$ cat config.mk
export PLATFORM = sky130hd
export DESIGN_NAME = store_write_buffer_flat
export DESIGN_NICKNAME = d
export VERILOG_FILES = /design/src/rtl/store_write_buffer_if.sv /design/src/rtl/store_write_buffer.sv /design/src/flat_wrapper.sv
export SDC_FILE = /design/constraint.sdc
export NUM_CORES = 1
export LEC_CHECK = 0
export ABC_CLOCK_PERIOD_IN_PS = 6710
export BUFFER_PORTS_ARGS = -buffer_cell sky130_fd_sc_hd__buf_2
export CORE_ASPECT_RATIO = 0.8
export CORE_MARGIN = 2
export CORE_UTILIZATION = 64
export DETAILED_ROUTE_END_ITERATION = 8
export GPL_TIMING_DRIVEN = 0
export PLACE_DENSITY = 0.86
export SLEW_MARGIN = 20
export SYNTH_ARGS = -nofsm -noshare
export SYNTH_HDL_FRONTEND = slang
export SYNTH_SLANG_ARGS = --single-unit
$ cat constraint.sdc
create_clock -name clk -period 6.71 [get_ports clk]
set_input_delay 1.0065 -clock clk [delete_from_list [all_inputs] [get_ports clk]]
set_output_delay 1.0065 -clock clk [all_outputs]
set_load 0.02 [all_outputs]
$ cat src/rtl/store_write_buffer_if.sv
// Store-side and memory-side handshake bundle for the store write buffer.
// master = core/memory environment side, slave = the buffer itself.
interface store_write_buffer_if #(
   parameter int ADDR_WIDTH = 32
);
   logic                  st_valid;
   logic                  st_ready;
   logic [ADDR_WIDTH-1:0] st_addr;
   logic [31:0]           st_wdata;
   logic [3:0]            st_wmask;

   logic                  mem_valid;
   logic                  mem_ready;
   logic [ADDR_WIDTH-1:0] mem_addr;
   logic [31:0]           mem_wdata;
   logic [3:0]            mem_wstrb;

   modport master (
      output st_valid, st_addr, st_wdata, st_wmask, mem_ready,
      input  st_ready, mem_valid, mem_addr, mem_wdata, mem_wstrb
   );

   modport slave (
      input  st_valid, st_addr, st_wdata, st_wmask, mem_ready,
      output st_ready, mem_valid, mem_addr, mem_wdata, mem_wstrb
   );
endinterface

$ cat src/rtl/store_write_buffer.sv
// In-order FIFO of aligned stores drained onto a valid/ready memory bus,
// with a load/store word-address hazard flag over all pending entries.
module store_write_buffer #(
   parameter int DEPTH      = 4,
   parameter int ADDR_WIDTH = 32
) (
   input  logic                         clk,
   input  logic                         resetn,
   store_write_buffer_if.slave          bus,
   input  logic [ADDR_WIDTH-1:0]        ld_addr,
   output logic                         ld_hazard,
   output logic                         empty,
   output logic [$clog2(DEPTH+1)-1:0]   count
);
   localparam int PW = $clog2(DEPTH);
   localparam int CW = $clog2(DEPTH+1);
   localparam int WW = ADDR_WIDTH - 2;

   typedef enum logic {IDLE = 1'b0, BUSY = 1'b1} state_t;

   state_t          r_state;
   state_t          w_state_nxt;
   logic [WW-1:0]   r_ent_addr [DEPTH];
   logic [31:0]     r_ent_data [DEPTH];
   logic [3:0]      r_ent_mask [DEPTH];
   logic [PW-1:0]   r_wr_ptr;
   logic [PW-1:0]   r_rd_ptr;
   logic [PW-1:0]   w_rd_ptr_nxt;
   logic [CW-1:0]   r_count;
   logic [CW-1:0]   w_count_nxt;
   logic [WW-1:0]   r_out_addr;
   logic [31:0]     r_out_data;
   logic [3:0]      r_out_strb;
   logic            w_push;
   logic            w_pop;
   logic            w_load;
   logic            w_load_bypass;
   logic [PW-1:0]   w_load_ptr;
   logic            w_unused;

   assign bus.st_ready = (r_count != CW'(DEPTH));
   assign w_push       = bus.st_valid && bus.st_ready && (bus.st_wmask != 4'b0000);
   assign w_pop        = (r_state == BUSY) && bus.mem_ready;
   assign w_count_nxt  = r_count + CW'(w_push) - CW'(w_pop);
   assign w_rd_ptr_nxt = w_pop ? (r_rd_ptr + PW'(1'b1)) : r_rd_ptr;
   assign w_unused     = ^{bus.st_addr[1:0], ld_addr[1:0]};

   assign bus.mem_valid = (r_state == BUSY);
   assign bus.mem_addr  = {r_out_addr, 2'b00};
   assign bus.mem_wdata = r_out_data;
   assign bus.mem_wstrb = r_out_strb;
   assign empty         = (r_count == {CW{1'b0}}) && !bus.mem_valid;
   assign count         = r_count;

   // Bus-side next state and head-load selection
   always_comb begin
      w_state_nxt   = r_state;
      w_load        = 1'b0;
      w_load_bypass = 1'b0;
      w_load_ptr    = r_rd_ptr;
      case (r_state)
         IDLE: begin
            if (r_count != {CW{1'b0}}) begin
               w_state_nxt = BUSY;
               w_load      = 1'b1;
            end else begin
               w_state_nxt = IDLE;
            end
         end
         BUSY: begin
            if (w_pop) begin
               if (w_count_nxt != {CW{1'b0}}) begin
                  w_state_nxt   = BUSY;
                  w_load        = 1'b1;
                  w_load_ptr    = w_rd_ptr_nxt;
                  // Last entry retiring while a new store lands: that store is the next head
                  w_load_bypass = (r_count == CW'(1'b1));
               end else begin
                  w_state_nxt = IDLE;
               end
            end else begin
               w_state_nxt = BUSY;
            end
         end
         default: w_state_nxt = IDLE;
      endcase
   end

   // Bus FSM state register
   always_ff @(posedge clk or negedge resetn) begin
      if (!resetn) r_state <= IDLE;
      else         r_state <= w_state_nxt;
   end

   // Pointers and occupancy
   always_ff @(posedge clk or negedge resetn) begin
      if (!resetn) begin
         r_wr_ptr <= {PW{1'b0}};
         r_rd_ptr <= {PW{1'b0}};
         r_count  <= {CW{1'b0}};
      end else begin
         r_wr_ptr <= w_push ? (r_wr_ptr + PW'(1'b1)) : r_wr_ptr;
         r_rd_ptr <= w_rd_ptr_nxt;
         r_count  <= w_count_nxt;
      end
   end

   // Entry storage, deliberately not reset
   always_ff @(posedge clk) begin
      if (w_push) begin
         r_ent_addr[r_wr_ptr] <= bus.st_addr[ADDR_WIDTH-1:2];
         r_ent_data[r_wr_ptr] <= bus.st_wdata;
         r_ent_mask[r_wr_ptr] <= bus.st_wmask;
      end
   end

   // Registered head presented on the memory bus
   always_ff @(posedge clk or negedge resetn) begin
      if (!resetn) begin
         r_out_addr <= {WW{1'b0}};
         r_out_data <= 32'h0000_0000;
         r_out_strb <= 4'b0000;
      end else if (w_load) begin
         r_out_addr <= w_load_bypass ? bus.st_addr[ADDR_WIDTH-1:2] : r_ent_addr[w_load_ptr];
         r_out_data <= w_load_bypass ? bus.st_wdata : r_ent_data[w_load_ptr];
         r_out_strb <= w_load_bypass ? bus.st_wmask : r_ent_mask[w_load_ptr];
      end
   end

   // Word-address match against every pending entry, including the one on the bus
   always_comb begin
      ld_hazard = 1'b0;
      for (int i = 0; i < DEPTH; i++) begin
         if ((CW'(i) < r_count) &&
             (r_ent_addr[r_rd_ptr + PW'(i)] == ld_addr[ADDR_WIDTH-1:2])) begin
            ld_hazard = 1'b1;
         end else begin
            ld_hazard = ld_hazard;
         end
      end
   end
endmodule

$ cat src/flat_wrapper.sv
// flat-port wrapper written by rule: the top's interface ports become plain ports
module store_write_buffer_flat 
#(
   parameter int DEPTH      = 4,
   parameter int ADDR_WIDTH = 32
)
  (clk, resetn, ld_addr, ld_hazard, empty, count, bus_st_valid, bus_st_addr, bus_st_wdata, bus_st_wmask, bus_mem_ready, bus_st_ready, bus_mem_valid, bus_mem_addr, bus_mem_wdata, bus_mem_wstrb);
  store_write_buffer_if #(.ADDR_WIDTH(ADDR_WIDTH)) bus_i ();
  input  logic clk;
  input  logic resetn;
  input  logic [ADDR_WIDTH-1:0] ld_addr;
  output logic ld_hazard;
  output logic empty;
  output logic [$clog2(DEPTH+1)-1:0] count;
  input wire logic [$bits(bus_i.st_valid)-1:0] bus_st_valid;
  input wire logic [$bits(bus_i.st_addr)-1:0] bus_st_addr;
  input wire logic [$bits(bus_i.st_wdata)-1:0] bus_st_wdata;
  input wire logic [$bits(bus_i.st_wmask)-1:0] bus_st_wmask;
  input wire logic [$bits(bus_i.mem_ready)-1:0] bus_mem_ready;
  output wire logic [$bits(bus_i.st_ready)-1:0] bus_st_ready;
  output wire logic [$bits(bus_i.mem_valid)-1:0] bus_mem_valid;
  output wire logic [$bits(bus_i.mem_addr)-1:0] bus_mem_addr;
  output wire logic [$bits(bus_i.mem_wdata)-1:0] bus_mem_wdata;
  output wire logic [$bits(bus_i.mem_wstrb)-1:0] bus_mem_wstrb;
  assign bus_i.st_valid = bus_st_valid;
  assign bus_i.st_addr = bus_st_addr;
  assign bus_i.st_wdata = bus_st_wdata;
  assign bus_i.st_wmask = bus_st_wmask;
  assign bus_i.mem_ready = bus_mem_ready;
  assign bus_st_ready = bus_i.st_ready;
  assign bus_mem_valid = bus_i.mem_valid;
  assign bus_mem_addr = bus_i.mem_addr;
  assign bus_mem_wdata = bus_i.mem_wdata;
  assign bus_mem_wstrb = bus_i.mem_wstrb;
  store_write_buffer #(.DEPTH(DEPTH), .ADDR_WIDTH(ADDR_WIDTH)) u_core (.clk(clk), .resetn(resetn), .bus(bus_i), .ld_addr(ld_addr), .ld_hazard(ld_hazard), .empty(empty), .count(count));
endmodule
# == After elaboration in Yosys (flattened, before gate mapping) ==
# Memories as Yosys holds them, arrays and structs flattened.
# Index checks and enable logic that the tools add are counted.
# word_totals
ff_bits,74
ram_bits,264
inputBits,104
output_inout_bits,75
word_cells,62
memories,3
# mem_list
memory,words,width,rd,rd_clocked_by_memory_dff,write_ports,line_no,rtl
u_core.r_ent_data,4,32,1,0,1,store_write_buffer.sv:24,logic [31:0] r_ent_data [DEPTH];
u_core.r_ent_addr,4,30,5,0,1,store_write_buffer.sv:23,logic [WW-1:0] r_ent_addr [DEPTH];
u_core.r_ent_mask,4,4,1,0,1,store_write_buffer.sv:25,logic [3:0] r_ent_mask [DEPTH];
# op_classes
add_sub_neg,6
order_cmp,4
eq_ne,6
mux,22
bitwise,1
n_reduce_logical,13
# op_table
operator,n
== test 30 bit,4
2-to-1 mux 32 bit,1
2-to-1 mux 30 bit,1
2-to-1 mux 1 bit,13
logical AND 1 bit,8
2-to-1 mux 2 bit,4
"< comparator 1 x 3 -> 1 bit, first input constant",2
"< comparator 2 x 3 -> 1 bit, first input constant",2
nonzero test 3 bit,2
"adder 2 x 1 -> 2 bit, second input constant",2
"adder 2 bit, second input constant",2
2-to-1 mux 4 bit,1
one-hot mux 1 bit (2 select lines),2
nonzero test 4 bit,1
adder 3 x 1 -> 3 bit,1
"== test 3 x 1 -> 1 bit, second input constant",1
logical NOT 3 bit,1
"inequality test 3 bit, second input constant",1
subtractor 3 x 1 -> 3 bit,1
logical NOT 1 bit,1
inverter 1 bit,1

# == Depth between registers and ports, before layout ==
# An unclocked memory read counts as a cell.
# logic_depth
ltp_word,11
depth_mapped,15
mapped_depth_nobuf,12

# == Worst setup path before layout ==
# OpenSTA, ideal clock, no wires.
# synth_timing
path_type,input -> register
startpoint,input bus_mem_ready
endpoint,register u_core.r_out_addr[11]
setup_ps,147
arrival_time_ps,3667
required_ps,6563
path_slack_ps,2896
path_stages,15
path_buffers,3
cell_sequence,and2_1 buf_2 ha_1 inv_1 ha_1 fa_1 xnor2_1 nor3_1 nor2b_1 nor2_1 a21oi_1 nor2_1 clkbuf_1 clkbuf_1 a221oi_1
# synth_via
elab_chain_cells,8
word_cells_on_any_way,15
classes_between,1 x add/sub; 11 x mux; 2 x reduce/logical; 1 x memory
# synth_rtl
element,line_no,rtl
from (decl),flat_wrapper.sv:19,input wire logic [$bits(bus_i.mem_ready)-1:0] bus_mem_ready;
logical AND 1 bit (*),store_write_buffer.sv:43,assign w_pop = (r_state == BUSY) && bus.mem_ready;
subtractor 3 x 1 -> 3 bit (*),store_write_buffer.sv:44,assign w_count_nxt = r_count + CW'(w_push) - CW'(w_pop);
net u_core.w_count_nxt[2],store_write_buffer.sv:30,logic [CW-1:0] w_count_nxt;
nonzero test 3 bit (*),store_write_buffer.sv:72,if (w_count_nxt != {CW{1'b0}}) begin
2-to-1 mux 2 bit,store_write_buffer.sv:72,
2-to-1 mux 2 bit,store_write_buffer.sv:71,if (w_pop) begin
2-to-1 mux 2 bit,store_write_buffer.sv:61,case (r_state)
memory read (4 x 30 bit),--,
2-to-1 mux 30 bit,store_write_buffer.sv:124,r_out_addr <= w_load_bypass ? bus.st_addr[ADDR_WIDTH-1:2] : r_ent_addr[w_load_ptr];
to (signal assigned),store_write_buffer.sv:120,r_out_addr <= {WW{1'b0}};
to (signal assigned),store_write_buffer.sv:124,
to (decl),store_write_buffer.sv:31,logic [WW-1:0] r_out_addr;
# The timed path passes the listed nets; every way through them passes the cells marked *.
# A chain may end at the register's enable or synchronous reset.

# == Final worst setup path ==
# layout_timing
startpoint,register u_core.r_rd_ptr[1]
endpoint,output ld_hazard
# layout_via
elab_chain_cells,7
word_cells_on_any_way,16
classes_between,3 x add/sub; 4 x eq/ne; 4 x mux; 4 x reduce/logical; 1 x memory
# layout_rtl
element,line_no,rtl
from (decl),store_write_buffer.sv:27,logic [PW-1:0] r_rd_ptr;
from (signal assigned),store_write_buffer.sv:99,r_rd_ptr <= {PW{1'b0}};
from (signal assigned),store_write_buffer.sv:103,r_rd_ptr <= w_rd_ptr_nxt;
adder 2 x 1 -> 2 bit or memory read (4 x 30 bit) (tied branches),--,
memory read (4 x 30 bit) (*),--,
== test 30 bit or logical AND 1 bit (tied branches),"store_write_buffer.sv:135, store_write_buffer.sv:134",
logical AND 1 bit or 2-to-1 mux 1 bit (tied branches),store_write_buffer.sv:134,if ((CW'(i) < r_count) &&
2-to-1 mux 1 bit (2 in a row),store_write_buffer.sv:134,
2-to-1 mux 1 bit (*),store_write_buffer.sv:134,
to (decl),flat_wrapper.sv:12,output logic ld_hazard;
# Every way passes the cells marked *; elsewhere a longest branch is shown, timed or not.

==> flow_summary.ini <==
[clock_tree]
clockBufferDepth = 3
cts.sinks = 338
clock_latency_ns = 0.60
root_buffer = clkbuf_16
clk_pin_slew_worst_paths_ns = 0.07
post_cts_buffers = 0
cts_tree = built
cts.repair.resized = 0
holdBufCountCts = 0
cts_buffers = 31
htreeDepth = 1

[power]
pwr-share-clk_pct = 16.1
netSwitchingPower_mw = 4.84
pwr_density_cell_nw_per_um2 = 562
ir_drop_v = 0.000366
switching_share_pct = 44.3
p_leak_nw = 7.34
p_comb_share_pct = 54.7
seqPwrFrac_pct = 29.2
p_int_mw = 6.08

[sta]
setup_violations = 0
max_slew_margin_pct = 44.0
period_minus_slack_ns = 5.05
fin_skew_ns = 0.0150
fin_tns_setup_ns = 0
rsz0062_at_grt = no
worst_pin_slew_ns = 0.830
timing.final.ws_setup_ns = 1.66
fin_crit_sh_pct = 75.3
clock.fmax_mhz = 198
finalMaxSlewViolations = 0
hold_viol = 0

[detailed_routing]
wl_met3_um = 6040
ant_nets = 0
firstDrtPassIters = 6
vias_per_cell = 7.04
dr_wl_met2_um = 26000
dr.first_iter.drc_count = 1823
highest_layer = met5
drt-wirelength-per-cell_um = 31.3
vias = 12571
wl_met1_um = 21800
routed_wirelength_um = 55900
drcViolationCount = 0

[min_path]
hold_path_class = input port to async pin

[run_status]
outcome = finished, final reports clean

[global_routing]
track_usage_pct = 39.7
overflow = 0
grt_max_degree = 49
antenna_found_initial = 5
grt_pass1_vias = 12521
grt_pass1_wl_um = 81500

[floorplanning]
core_area_um2 = 26300
initial_core_util_pct = 65.0
die_w_um = 187
die_area_um2 = 28000
io_pins = 179
rows = 53
die_h_um = 150

[logic_synthesis]
ys.warnings.count = 0
avgSynthCellArea_um2 = 14.1
synth.top_cell.area_share_pct = 46.4
ys_types = 61
ys_seq_area_share_pct = 57.3
ys.flop_type = edfxtp_1
synth_edf_count = 264
ys_ff_latch = 338
synthTopCellsByArea = edfxtp_1, mux2i_1, dfrtp_1, a221oi_1, mux4_2
yosys.area.top_type = edfxtp_1
synth_area_um2 = 17100
async_flop_share_pct = 21.9
netlist_instances = 1209

[critical_path]
critPathSlowestCell = a2111oi_0
crit_type = flip-flop to output pin
critPathCaptureType = output pin
crit_required_ns = 5.70
crit_fanout = 10
cp_cell_sequence = buf_6 > buf_4 > buf_6 > mux2i_1 > nor2_1 > a2111oi_0 > nand4_1 > or3_1 > nand4_1 > buf_2
cp.arrival_ns = 4.05
max_stage_delay_ns = 0.75
rr_worst_depth = 12
crit_path_start_kind = flip-flop

[cells_and_area]
final_common_cell = edfxtp_1
seq_area_um2 = 9780
fillCellCount = 1628
multi_input_area_um2 = 6750
area_delta_synth_final_pct = 13.7
drive_gt1_share_pct = 20.4
final_nets = 1512
final_cell_mix = edfxtp_1, mux2i_1, buf_2

[place]
place_congestion = 1.06
io_buffers = 151
place_hpwl_um = 38400
pre_cts_ws_ns = 1.27

[flow_run]
maxCapViolations = 0
-- worst paths after layout --
| check | start | end | slack (ns) |
|---|---|---|---|
| max | u_core.r_rd_ptr[1] | ld_hazard | 1.66 |
| min | resetn | u_core.r_out_addr[19] | 0.36 |
| max reg2reg | u_core.count[0] | u_core.bus.mem_wdata[25] | 2.37 |
| min reg2reg | u_core.r_ent_data[1][4] | u_core.bus.mem_wdata[4] | 0.61 |
| max in group asynchronous | resetn | u_core.bus.mem_wdata[16] | 5.69 |
| min in group clk | u_core.r_ent_data[1][4] | u_core.bus.mem_wdata[4] | 0.61 |
-- flip-flops by register name, summed over array words and instances (netlist names) --
| register | count |
|---|---|
| u_core.r_ent_data | 128 |
| u_core.bus.mem_wdata | 32 |
| u_core.r_ent_addr | 120 |
| u_core.r_out_addr | 30 |
| u_core.r_ent_mask | 16 |
| u_core.r_rd_ptr | 2 |
| u_core.r_wr_ptr | 2 |
| u_core.count | 3 |
| u_core.bus.mem_valid | 1 |
| u_core.bus.mem_wstrb | 4 |
-- cell type report --
type / count / share of cell area, %
diodes: 4 / 0.0515
plain buffers: 97 / 2.64
clock buffers: 46 / 4.28
clock inverters: 12 / 0.754
inverters: 13 / 0.251
multi-input cells: 762 / 34.8
flip-flops and latches: 338 / 50.3
well taps: 357 / 2.30
repair buffers: 156 / 4.61
-- power by group through the flow --
stage                     clock network, mW  registers [mW]  logic [mW]
after floorplan                           0            3.38        3.70
after global placement                    0            3.20        5.61
after detailed placement                  0            3.19        5.77
after CTS                              1.76            3.17        5.85
after global routing                   1.84            3.22        6.22
final                                  1.76            3.18        5.97
-- kinds of logic (layout without fill, tap and decap cells) --
kind of cell	count (synthesis)	after routing	share of synthesized area, %
DFF	338	338	57.3
other	1	6	0.0220
and+or+nand+nor	116	116	3.55
AOI/OAI and AO/OA	235	235	9.96
buffers and inverters	110	324	3.29
muxes	303	303	20.2
adders and majority gates	9	9	0.703
xor gates and xnor gates	97	97	5.02
-- layer usage --
metal | vias up | track usage (%)
met3 | 123 | 8.39
met2 | 936 | 64.1
li1 | 5214 | -
met1 | 6294 | 54.6
met5 | - | 0
met4 | 4 | 13.3
-- cells in the mapped netlist, types with 14 or more instances --
| cell | instances |
|---|---|
| clkbuf_1 | 42 |
| mux4_2 | 29 |
| a221oi_1 | 75 |
| dfrtp_1 | 74 |
| o21ai_0 | 19 |
| nand4_1 | 16 |
| buf_2 | 22 |
| xor2_1 | 27 |
| o22ai_1 | 75 |
| xnor2_1 | 69 |
| edfxtp_1 | 264 |
| buf_4 | 14 |
| nor2_1 | 26 |
| a21oi_1 | 24 |
| nand2_1 | 19 |
| mux2i_1 | 259 |
-- through the flow --
step           total power [mW]  hold slack (ns)  instances  utilization, %  area (um2)
2_1_floorplan              7.08            0.580       1210               -       17100
3_3_place_gp               8.81            0.588       1718            69.6       18300
3_5_place_dp               8.95            0.603       1723            70.2       18400
4_1_cts                    10.8            0.360       1781            73.9       19400
5_1_grt                    11.3            0.377       1782            73.9       19400
6_report                   10.9            0.360       1785            74.0       19400
-- critical path, delay by kind of cell (launching register included) --
| family | cells | cell delay (ns) |
|---|---|---|
| and+or+nand+nor | 4 | 1.00 |
| buffers and inverters | 4 | 0.96 |
| AOI/OAI and AO/OA | 1 | 0.75 |
| muxes | 1 | 0.40 |
| DFF | 1 | 0.34 |
(Power assumes the default switching activity.)
